==> src/rtl/sub_pipe_64bit.sv <==
// Pipelined WIDTH-bit subtractor computing a - b - bin as a + ~b + ~bin.
// Each stage resolves one SLICE-bit slice and registers the carry into the next slice.
module sub_pipe_64bit #(
  parameter int unsigned WIDTH  = 64,
  parameter int unsigned STAGES = 4
) (
  input  logic             clk,
  input  logic             rst,
  input  logic             in_valid,
  output logic             in_ready,
  input  logic [WIDTH-1:0] a,
  input  logic [WIDTH-1:0] b,
  input  logic             bin,
  output logic             out_valid,
  input  logic             out_ready,
  output logic [WIDTH-1:0] diff,
  output logic             borrow,
  output logic             overflow
);

  localparam int unsigned SLICE = WIDTH / STAGES;
  localparam int unsigned SW    = SLICE + 1;
  localparam int unsigned LAST  = STAGES - 1;

  logic             adv;

  logic             v_r  [STAGES];
  logic             c_r  [STAGES];
  logic             am_r [STAGES];
  logic             bm_r [STAGES];
  logic [WIDTH-1:0] a_r  [STAGES];
  logic [WIDTH-1:0] nb_r [STAGES];
  logic [WIDTH-1:0] d_r  [STAGES];
  logic             brw_r;
  logic             ovf_r;

  logic             op_v  [STAGES];
  logic             op_c  [STAGES];
  logic             op_am [STAGES];
  logic             op_bm [STAGES];
  logic [WIDTH-1:0] op_a  [STAGES];
  logic [WIDTH-1:0] op_nb [STAGES];
  logic [WIDTH-1:0] op_d  [STAGES];
  logic [SLICE:0]   sum   [STAGES];

  // Stall is pipeline-wide: everything moves only when the output slot frees up.
  assign adv      = ~out_valid | out_ready;
  assign in_ready = adv & ~rst;

  // Stage operands: stage 0 reads the port, later stages read the previous register.
  for (genvar k = 0; k < STAGES; k++) begin : g_stage
    if (k == 0) begin : g_first
      assign op_v[k]  = in_valid;
      assign op_c[k]  = ~bin;
      assign op_am[k] = a[WIDTH-1];
      assign op_bm[k] = b[WIDTH-1];
      assign op_a[k]  = a;
      assign op_nb[k] = ~b;
      assign op_d[k]  = '0;
    end else begin : g_next
      assign op_v[k]  = v_r[k-1];
      assign op_c[k]  = c_r[k-1];
      assign op_am[k] = am_r[k-1];
      assign op_bm[k] = bm_r[k-1];
      assign op_a[k]  = a_r[k-1];
      assign op_nb[k] = nb_r[k-1];
      assign op_d[k]  = d_r[k-1];
    end
    assign sum[k] = {1'b0, op_a[k][k*SLICE +: SLICE]}
                  + {1'b0, op_nb[k][k*SLICE +: SLICE]}
                  + SW'(op_c[k]);
  end

  // Stage registers; the last stage also captures borrow and signed overflow.
  always_ff @(posedge clk) begin
    if (rst) begin
      for (int k = 0; k < STAGES; k++) begin
        v_r[k]  <= 1'b0;
        c_r[k]  <= 1'b0;
        am_r[k] <= 1'b0;
        bm_r[k] <= 1'b0;
        a_r[k]  <= '0;
        nb_r[k] <= '0;
        d_r[k]  <= '0;
      end
      brw_r <= 1'b0;
      ovf_r <= 1'b0;
    end else if (adv) begin
      for (int k = 0; k < STAGES; k++) begin
        v_r[k]  <= op_v[k];
        c_r[k]  <= sum[k][SLICE];
        am_r[k] <= op_am[k];
        bm_r[k] <= op_bm[k];
        a_r[k]  <= op_a[k];
        nb_r[k] <= op_nb[k];
        d_r[k]  <= op_d[k];
        d_r[k][k*SLICE +: SLICE] <= sum[k][SLICE-1:0];
      end
      brw_r <= ~sum[LAST][SLICE];
      ovf_r <= (op_am[LAST] != op_bm[LAST]) & (sum[LAST][SLICE-1] != op_am[LAST]);
    end
  end

  assign out_valid = v_r[LAST];
  assign diff      = d_r[LAST];
  assign borrow    = brw_r;
  assign overflow  = ovf_r;

endmodule

==> config.mk <==
export PLATFORM = sky130hd
export DESIGN_NAME = sub_pipe_64bit
export DESIGN_NICKNAME = d
export VERILOG_FILES = /design/src/rtl/sub_pipe_64bit.sv
export SDC_FILE = /design/constraint.sdc
export NUM_CORES = 1
export LEC_CHECK = 0
export BUFFER_PORTS_ARGS = -buffer_cell sky130_fd_sc_hd__buf_2
export CAP_MARGIN = 10
export CORE_MARGIN = 2
export CORE_UTILIZATION = 35
export DETAILED_ROUTE_END_ITERATION = 10
export PLACE_DENSITY_LB_ADDON = 0.15
export SYNTH_ARGS = -nofsm -noshare
export SYNTH_HDL_FRONTEND = slang
export SYNTH_SLANG_ARGS = --single-unit
==> constraint.sdc <==
create_clock -name clk -period 11 [get_ports clk]
set_input_delay 1.1 -clock clk [delete_from_list [all_inputs] [get_ports clk]]
set_output_delay 1.1 -clock clk [all_outputs]
set_load 0.03 [all_outputs]
==> results of run 1 <==
-- through the flow --
step	instances	cell area (um^2)	hold slack, ns	setup slack [ns]
6_report	2013	19100	0.510	6.95
3_3_place_gp	1941	17800	0.499	6.95
2_1_floorplan	1181	16200	0.497	2.03
4_1_cts	2013	19100	0.513	6.91
3_5_place_dp	1941	17800	0.501	6.91
5_1_grt	2013	19100	0.528	6.70
-- cells in the final DEF, fill, tap and decap left out, drive strengths merged, types with 4 or more instances in the layout --
cell     instances
or3              4
nor2           105
and3             8
xnor2           18
xor2             5
nor3b            4
nand2b          15
a31oi           11
mux2i           12
o21ai           28
o21a            17
buf            206
nand2           25
nor3            18
o211ai           5
a21o            14
clkbuf          56
ha              60
a21oi           26
clkinv           9
bufinv           4
o2111ai          4
fa               8
inv             45
and2           256
a211oi           9
or4              4
nand3           14
o21bai           6
nor2b            8
edfxtp         362
-- metal layers --
metal,GRT usage (%),wire (um)
met1,16.5,13600
met2,21.0,14400
met3,3.45,1720
met4,3.92,655
met5,0,13
-- path summary, 6_finish.rpt --
check | end | cells after the start | slack [ns]
hold / removal | bm_r[0][2] | 1 | 0.51
setup reg to reg | d_r[3][59] | 6 | 7.78
hold reg to reg | bm_r[0][2] | 1 | 0.51
setup / recovery | in_ready | 5 | 6.95
-- power by group through the flow --
stage / logic [mW] / registers [mW] / clock network (mW)
finish: 0.264 / 1.64 / 1.35
global route: 0.298 / 1.65 / 1.44
CTS: 0.269 / 1.64 / 1.40
detailed placement: 0.267 / 1.67 / 0
global placement: 0.265 / 1.67 / 0
floorplan: 0.156 / 1.70 / 0
-- flip-flops by register name (all words and copies together), names as in the netlist --
register / count
borrow: 1
d_r: 160
bm_r: 3
overflow: 1
v_r: 4
nb_r: 96
c_r: 3
a_r: 96
-- area by class of cell --
class,instances,area [um^2]
Fill cell,4297,26300
Sequential cell,364,10900
Multi-Input combinational cell,727,4940
Clock buffer,56,1120
Timing Repair Buffer,206,1050
Tap cell,600,751
Clock inverter,16,180
Inverter,44,178
-- kinds of logic after synthesis --
| logic type | Yosys count | synth area share [%] |
|---|---|---|
| simple gates | 471 | 16.1 |
| flops | 364 | 67.4 |
| compound gates | 153 | 6.80 |
| buf+inv | 90 | 2.09 |
| fa+ha+maj | 68 | 5.63 |
| xor+xnor | 23 | 1.24 |
| mux | 12 | 0.742 |
-- worst max-delay path, cell delays in order --
cell and delay, ns:
buf_2 0.07, nand2b_1 0.17, nand2b_4 0.31, inv_6 0.80, buf_2 0.35
==> results.cfg, run 1 <==
[synthesis]
ys_ff_latch = 364
synth_top_area_cell = edfxtp_1
async_flop_share_pct = 0
syn-mean-instance-area_um2 = 13.7
netlist_area_um2 = 16200
ys_seq_area_share_pct = 67.4
synth_common_cells = 362 x edfxtp_1, 256 x and2_1, 105 x nor2_1
synth_area_leaders = edfxtp_1 67%, and2_1 9.9%, ha_1 4.6%, nor2_1 2.4%, clkbuf_1 1.0%
yosys_warnings = 0
synth_top_area_share_pct = 67.2
ys.flop_type = edfxtp_1
synthCells = 1181
synth_nets = 1382
synthDistinctLibCells = 61
synth_edf_count = 362
synth_most_common_cell = edfxtp_1

[detailed_routing]
via_count = 9290
viasPerCell = 4.62
drc = 0
wire_per_inst_um = 15.1
ant_nets = 0
postRouteWirelength_um = 30400
drt_iter0_markers = 540
dr.pass1.iters = 5

[floorplan]
rows = 78
die_h_um = 219
io_pins = 201
core_um2 = 45500
initial_core_util_pct = 35.6
die_w_um = 219
die_area_um2 = 48000

[setup_path]
reg2reg_from = v_r[3]
cp.arrival_ns = 2.95
worst_setup_path_start_kind = input pin
cp-startpoint = out_ready
path_class = in2out
cp.required_ns = 9.90
endpoint_kind = output port
path_max_fanout = 169

[timing]
drv_slew = 0
fin_crit_sh_pct = 36.8
period_minus_slack_ns = 4.05
tightest_slew_ns = 1.09
maxSlewHeadroom_pct = 27.2
finalSetupTns_ns = 0
fin_worst_skew_ns = 0.0111
fmax_ghz = 0.247
setup_viol = 0
rsz0062_at_grt = false
report.final.hold_viol_count = 0

[global_route]
antenna_found_initial = 2
grt_pass1_wl_um = 48300
grt_pass1_vias = 9193
grt_overflow = 0
grt_use_total_pct = 12.8
grt_max_degree = 170

[pwr]
p_per_area_nw_per_um2 = 170
p_leak_nw = 8.37
p_clk_share_pct = 41.4
p_comb_share_pct = 8.1
total_power_mw = 3.25
p_int_mw = 2.54
ir_drop_mv = 0.0912
switching_power_uw = 716
p_seq_share_pct = 50.5
power_switching_share_pct = 22.0

[hold_path]
min_from = bm_r[0][1]
hold_class = reg2reg

[cts]
ctsHoldBuffers = 0
cts_buffer_depth = 3
htree_levels = 2
cts.sinks = 364
cts_root_buf = clkbuf_16
post_cts_buffers = 0
cts_buffers = 41
insertion_delay_ns = 0.55
clkTransAtPathRegs_ns = 0.05
cts_resized = 0
cts_tree = yes

[final_layout]
num_antenna_cells = 0
syn_to_final_growth_pct = 18.2
drive_above_1_share_pct = 19.6
nets = 1585
fin_util_pct = 42.1

[run]
max-cap-violations = 0

[place]
post-dp-hpwl_um = 18800
portBuffers = 200
gp_congestion = 0.756

[outcome]
status = finished clean
Note: power is estimated with default switching activity, not from simulation.
==> run 2, diff against run 1 <==
==> constraint.sdc (replaced) <==
create_clock -name clk -period 3.6 [get_ports clk]
set_input_delay 0.36 -clock clk [delete_from_list [all_inputs] [get_ports clk]]
set_output_delay 0.36 -clock clk [all_outputs]
set_load 0.03 [all_outputs]
==> run 2 against run 1 <==
Against the previous run:
- critical path depth is 4 higher
- combinational power increased to 3.1 times the previous value
- via count up 0.42%
- total power rose to 3.0 times the previous value
- hold slack lost 0.43 ns
- flip-flop and latch count is the same
==> results.cfg, run 2 (synthesis results as in run 1) <==
[setup_path]
r2r_slack_ns = 0.75
endpoint = d_r[3][62]
reg2reg_from = c_r[0][2]
ff2ff_path_depth = 9
cp-startpoint = c_r[0][2]
cp.arrival_ns = 3.24
path_class = reg2reg
cp.required_ns = 3.99
r2r-end = d_r[3][62]
path_max_fanout = 4
endpoint_kind = flip-flop
worst_setup_path_start_kind = flip-flop

[cts]
post_cts_buffers = 0
cts_buffer_depth = 3
cts_buffers = 41
clkTransAtPathRegs_ns = 0.06
cts.sinks = 364
ctsHoldBuffers = 0
cts_resized = 0
htree_levels = 2
cts_tree = yes
cts_root_buf = clkbuf_16
insertion_delay_ns = 0.55

[final_layout]
num_antenna_cells = 0
fin_util_pct = 42.0
mostFrequentLayoutCells = 362 x edfxtp_1, 256 x and2_1, 200 x buf_2, 104 x nor2_1, 60 x ha_1
largest_register_ffs = 160
num-fill-cells = 4318
top_regs = d_r: 160 flops, a_r: 96 flops, nb_r: 96 flops
fin_cells = 2016
nets = 1590
final_common_cell = edfxtp_1
drive_above_1_share_pct = 19.9
regMostFlops = d_r
fin_area_um2 = 19100
syn_to_final_growth_pct = 18.1

[floorplan]
die_h_um = 219
core_um2 = 45500
die_w_um = 219
die_area_um2 = 48000
initial_core_util_pct = 35.6
io_pins = 201
rows = 78

[detailed_routing]
ant_nets = 0
dr.pass1.iters = 4
via_count = 9329
postRouteWirelength_um = 30600
viasPerCell = 4.63
drt_iter0_markers = 467
wire_per_inst_um = 15.2
drc = 0

[pwr]
p_leak_nw = 8.37
total_power_mw = 9.74
p_per_area_nw_per_um2 = 510
ir_drop_mv = 0.277

[timing]
fmax_ghz = 0.351
drv_slew = 0
report.final.hold_viol_count = 0
tightest_slew_ns = 0.873
setup_viol = 0
fin_crit_sh_pct = 79.1
maxSlewHeadroom_pct = 41.8
whs_ns = 0.0816
period_minus_slack_ns = 2.85
fin_worst_skew_ns = 0.0117
rsz0062_at_grt = false

[place]
post-dp-hpwl_um = 19800
portBuffers = 200
place_area_um2 = 17900
dp_cells = 1946
gp_congestion = 0.760

[global_route]
grt_pass1_wl_um = 48400
antenna_found_initial = 1
grt_overflow = 0
grt_max_degree = 160
grt_pass1_vias = 9250
grt_use_total_pct = 12.9

[hold_path]
hold_class = in2reg

[run]
max-cap-violations = 0

[outcome]
status = finished clean
## run 2: worst max-delay path: stages, from the launching register on
cell and delay, ns:
edfxtp_1 0.39, fa_1 0.48, inv_1 0.10, fa_1 0.18, nor2b_1 0.07, o31a_1 0.31
o311ai_2 0.44, a32oi_1 0.25, a31oi_1 0.26, mux2i_1 0.22
## run 2: cell type report
cell class                 instances  area [um^2]  share of cell area (%)
clock inverter                    21          173                   0.903
inverter                          44          174                   0.910
multi-input combinational        727         4940                    25.9
clock buffer                      49         1060                    5.52
tap                              600          751                    3.93
sequential                       364        10900                    57.1
timing repair buffer             211         1110                    5.80
## run 2: where the power goes
part	internal [mW]	switching (mW)
Sequential	4.95	0.0722
Combinational	0.334	0.478
Clock	2.29	1.62
## run 2: stage by stage
step	worst slack, ns	TNS [ns]
after global routing	0.579	0
after floorplan	-3.04	-1099.74
final	0.753	0
after detailed placement	0.768	0
after global placement	0.807	0
after CTS	0.676	0
## run 2: routing by layer
layer,wire [um],vias to the layer above,share of wire [%],global-route usage (%)
li1,-,4667,-,-
met1,13800,4416,45,17.2
met3,1640,53,5.4,2.95
met5,0,-,0,0
met4,782,0,2.6,4.26
met2,14400,193,47,20.9
## run 2: how the worst min path moves through the flow
stage	from	endpoint	slack, ns	cells past startpoint
final	b[39]	nb_r[0][39]	0.08	2
after CTS	b[39]	nb_r[0][39]	0.04	2
after global routing	b[47]	nb_r[0][47]	0.05	2
after floorplan	a_r[0][36]	a_r[0][100]	0.50	1
after global placement	overflow	overflow	0.45	2
after detailed placement	overflow	overflow	0.47	2
==> run 3, diff against run 2 <==
==> constraint.sdc (replaced) <==
create_clock -name clk -period 2.9 [get_ports clk]
set_input_delay 0.29 -clock clk [delete_from_list [all_inputs] [get_ports clk]]
set_output_delay 0.29 -clock clk [all_outputs]
set_load 0.03 [all_outputs]
==> run 3 against run 2 <==
Against the previous run:
- flip-flop and latch count stayed put
- combinational power is 33% higher
- first-iteration DRC count is 8.1% lower
- wire length is 1.0% higher
- clock-buffer cell count is 2 lower
- register-to-register slack worse by 0.59 ns
- critical path depth stayed put
- cell count is 3.5% higher
- non-clock buffer count is 68 higher
- setup slack worse by 0.59 ns
- fmax is 4.2% higher
==> results.cfg, run 3 (synthesis results as in run 1) <==
[place]
portBuffers = 200
gp_congestion = 0.752
place_area_um2 = 18100
post-dp-hpwl_um = 20200
pre_cts_ws_ns = 0.0853

[timing]
fin_crit_sh_pct = 94.2
tightest_slew_ns = 0.531
rsz0062_at_grt = false
fin_ws_ns = 0.167
period_minus_slack_ns = 2.73
whs_ns = 0.0362
fmax_ghz = 0.366
setup_viol = 0
fin_worst_skew_ns = 0.0128
maxSlewHeadroom_pct = 64.6
drv_slew = 0
report.final.hold_viol_count = 0

[pwr]
ir_drop_mv = 0.335
p_per_area_nw_per_um2 = 606
p_leak_nw = 8.69

[final_layout]
regMostFlops = d_r
final_common_cell = edfxtp_1
num-fill-cells = 4257
mostFrequentLayoutCells = 362 x edfxtp_1, 256 x and2_1, 200 x buf_2, 104 x nor2_1, 60 x ha_1
drive_above_1_share_pct = 20.0
num_antenna_cells = 0
largest_register_ffs = 160
syn_to_final_growth_pct = 22.8
seqCellArea_um2 = 10900
multi_input_area_um2 = 4970
nets = 1658
fin_area_um2 = 19900
top_regs = d_r: 160 flops, a_r: 96 flops, nb_r: 96 flops

[setup_path]
r2r-end = d_r[3][62]
endpoint_kind = flip-flop
worst_setup_path_start_kind = flip-flop
path_max_fanout = 4
reg2reg_from = c_r[0][2]
ff2ff_path_depth = 9
crit_slowest_cell = fa_1
cp.required_ns = 3.29
path_cells = fa_1 > inv_1 > fa_1 > nor2b_1 > o31a_1 > o311ai_4 > a32oi_1 > a31oi_1 > mux2i_1
cpMostUsedCell = fa_1
cp.arrival_ns = 3.12
max_stage_delay_ns = 0.47
path_class = reg2reg
r2r_slack_ns = 0.17

[cts]
htree_levels = 2
post_cts_buffers = 0
cts.sinks = 364
cts_tree = yes
cts_buffers = 41
clkTransAtPathRegs_ns = 0.06
cts_buffer_depth = 3
cts_root_buf = clkbuf_16
insertion_delay_ns = 0.55

[hold_path]
min_path_cells = 2
whs_endpoint = a_r[0][25]
hold_class = in2reg
min_from = a[25]

[floorplan]
die_h_um = 219
die_w_um = 219
rows = 78
die_area_um2 = 48000
io_pins = 201
initial_core_util_pct = 35.6
core_um2 = 45500

[global_route]
grt_use_total_pct = 13.1
antenna_found_initial = 2
grt_pass1_vias = 9449
grt_pass1_wl_um = 49200
grt_max_degree = 83
grt_overflow = 0

[detailed_routing]
wire_per_inst_um = 14.8
ant_nets = 0
drt_iter0_markers = 429
drc = 0
via_count = 9573
viasPerCell = 4.59
postRouteWirelength_um = 30900
dr.pass1.iters = 4

[run]
max-cap-violations = 0

[outcome]
status = finished clean
[run 3: cell types whose count changed in the layout (fill, tap and decap cells not counted), sizes merged]
cell,delta
clkbuf,-2
clkinv,+1
dlygate4sd3,+59
buf,+9
inv,+2
bufinv,-2
clkinvlp,+3
[run 3: timing repair]
action | 4_1_cts | 5_1_grt
setup endpoints to repair | 0 | 4
resized for setup | 0 | 4
hold buffers | 59 | 0
hold endpoints to repair | 59 | 0
[run 3: final cells by class]
type	count	area share, %
flip-flops and latches	364	54.9
multi-input cells	727	25.0
repair buffers	279	9.39
clock buffers	47	5.28
well taps	600	3.78
inverters	44	0.875
clock inverters	25	0.768
[run 3: worst max-delay path, delay by kind of cell (launching register included)]
family	cells	cell delay, ns
AOI/OAI and AO/OA	4	1.13
adders and majority gates	2	0.66
DFF	1	0.40
muxes	1	0.23
buffers and inverters	1	0.10
and+or+nand+nor	1	0.07
[run 3: through the flow]
stage / cells / util (%) / total power, mW / setup TNS, ns
CTS: 2086 / 43.6 / 12.2 / 0
floorplan: 1181 / - / 7.03 / -1353.14
global route: 2086 / 43.7 / 12.6 / 0
global placement: 1955 / 39.7 / 7.37 / 0
detailed placement: 1955 / 39.7 / 7.38 / 0
finish: 2086 / 43.7 / 12.0 / 0
[run 3: routing by layer]
metal,up-vias,track usage (%),routed length (um)
met5,-,0,19
met4,4,5.27,876
met3,51,2.61,1370
met2,163,21.4,14700
met1,4556,17.0,14000
li1,4799,-,-
[run 3: worst max-delay path by stage]
| stage | cells past startpoint | endpoint | slack, ns | from |
|---|---|---|---|---|
| final | 9 | d_r[3][62] | 0.17 | c_r[0][2] |
| after global routing | 8 | c_r[0][2] | 0.05 | c_r[0][1] |
| after CTS | 8 | c_r[0][2] | 0.08 | c_r[0][1] |
| after detailed placement | 8 | c_r[0][2] | 0.09 | c_r[0][1] |
| after global placement | 8 | c_r[0][2] | 0.09 | c_r[0][1] |
| after floorplan | 3 | a_r[0][100] | -3.74 | v_r[3] |
[run 3: power breakdown]
part	switching (mW)	leakage (nW)	total [mW]	internal, mW
clock network	2.04	0.578	4.72	2.68
registers	0.0886	4.31	6.23	6.14
logic	0.607	3.80	1.08	0.476
total	2.73	8.69	12.0	9.30
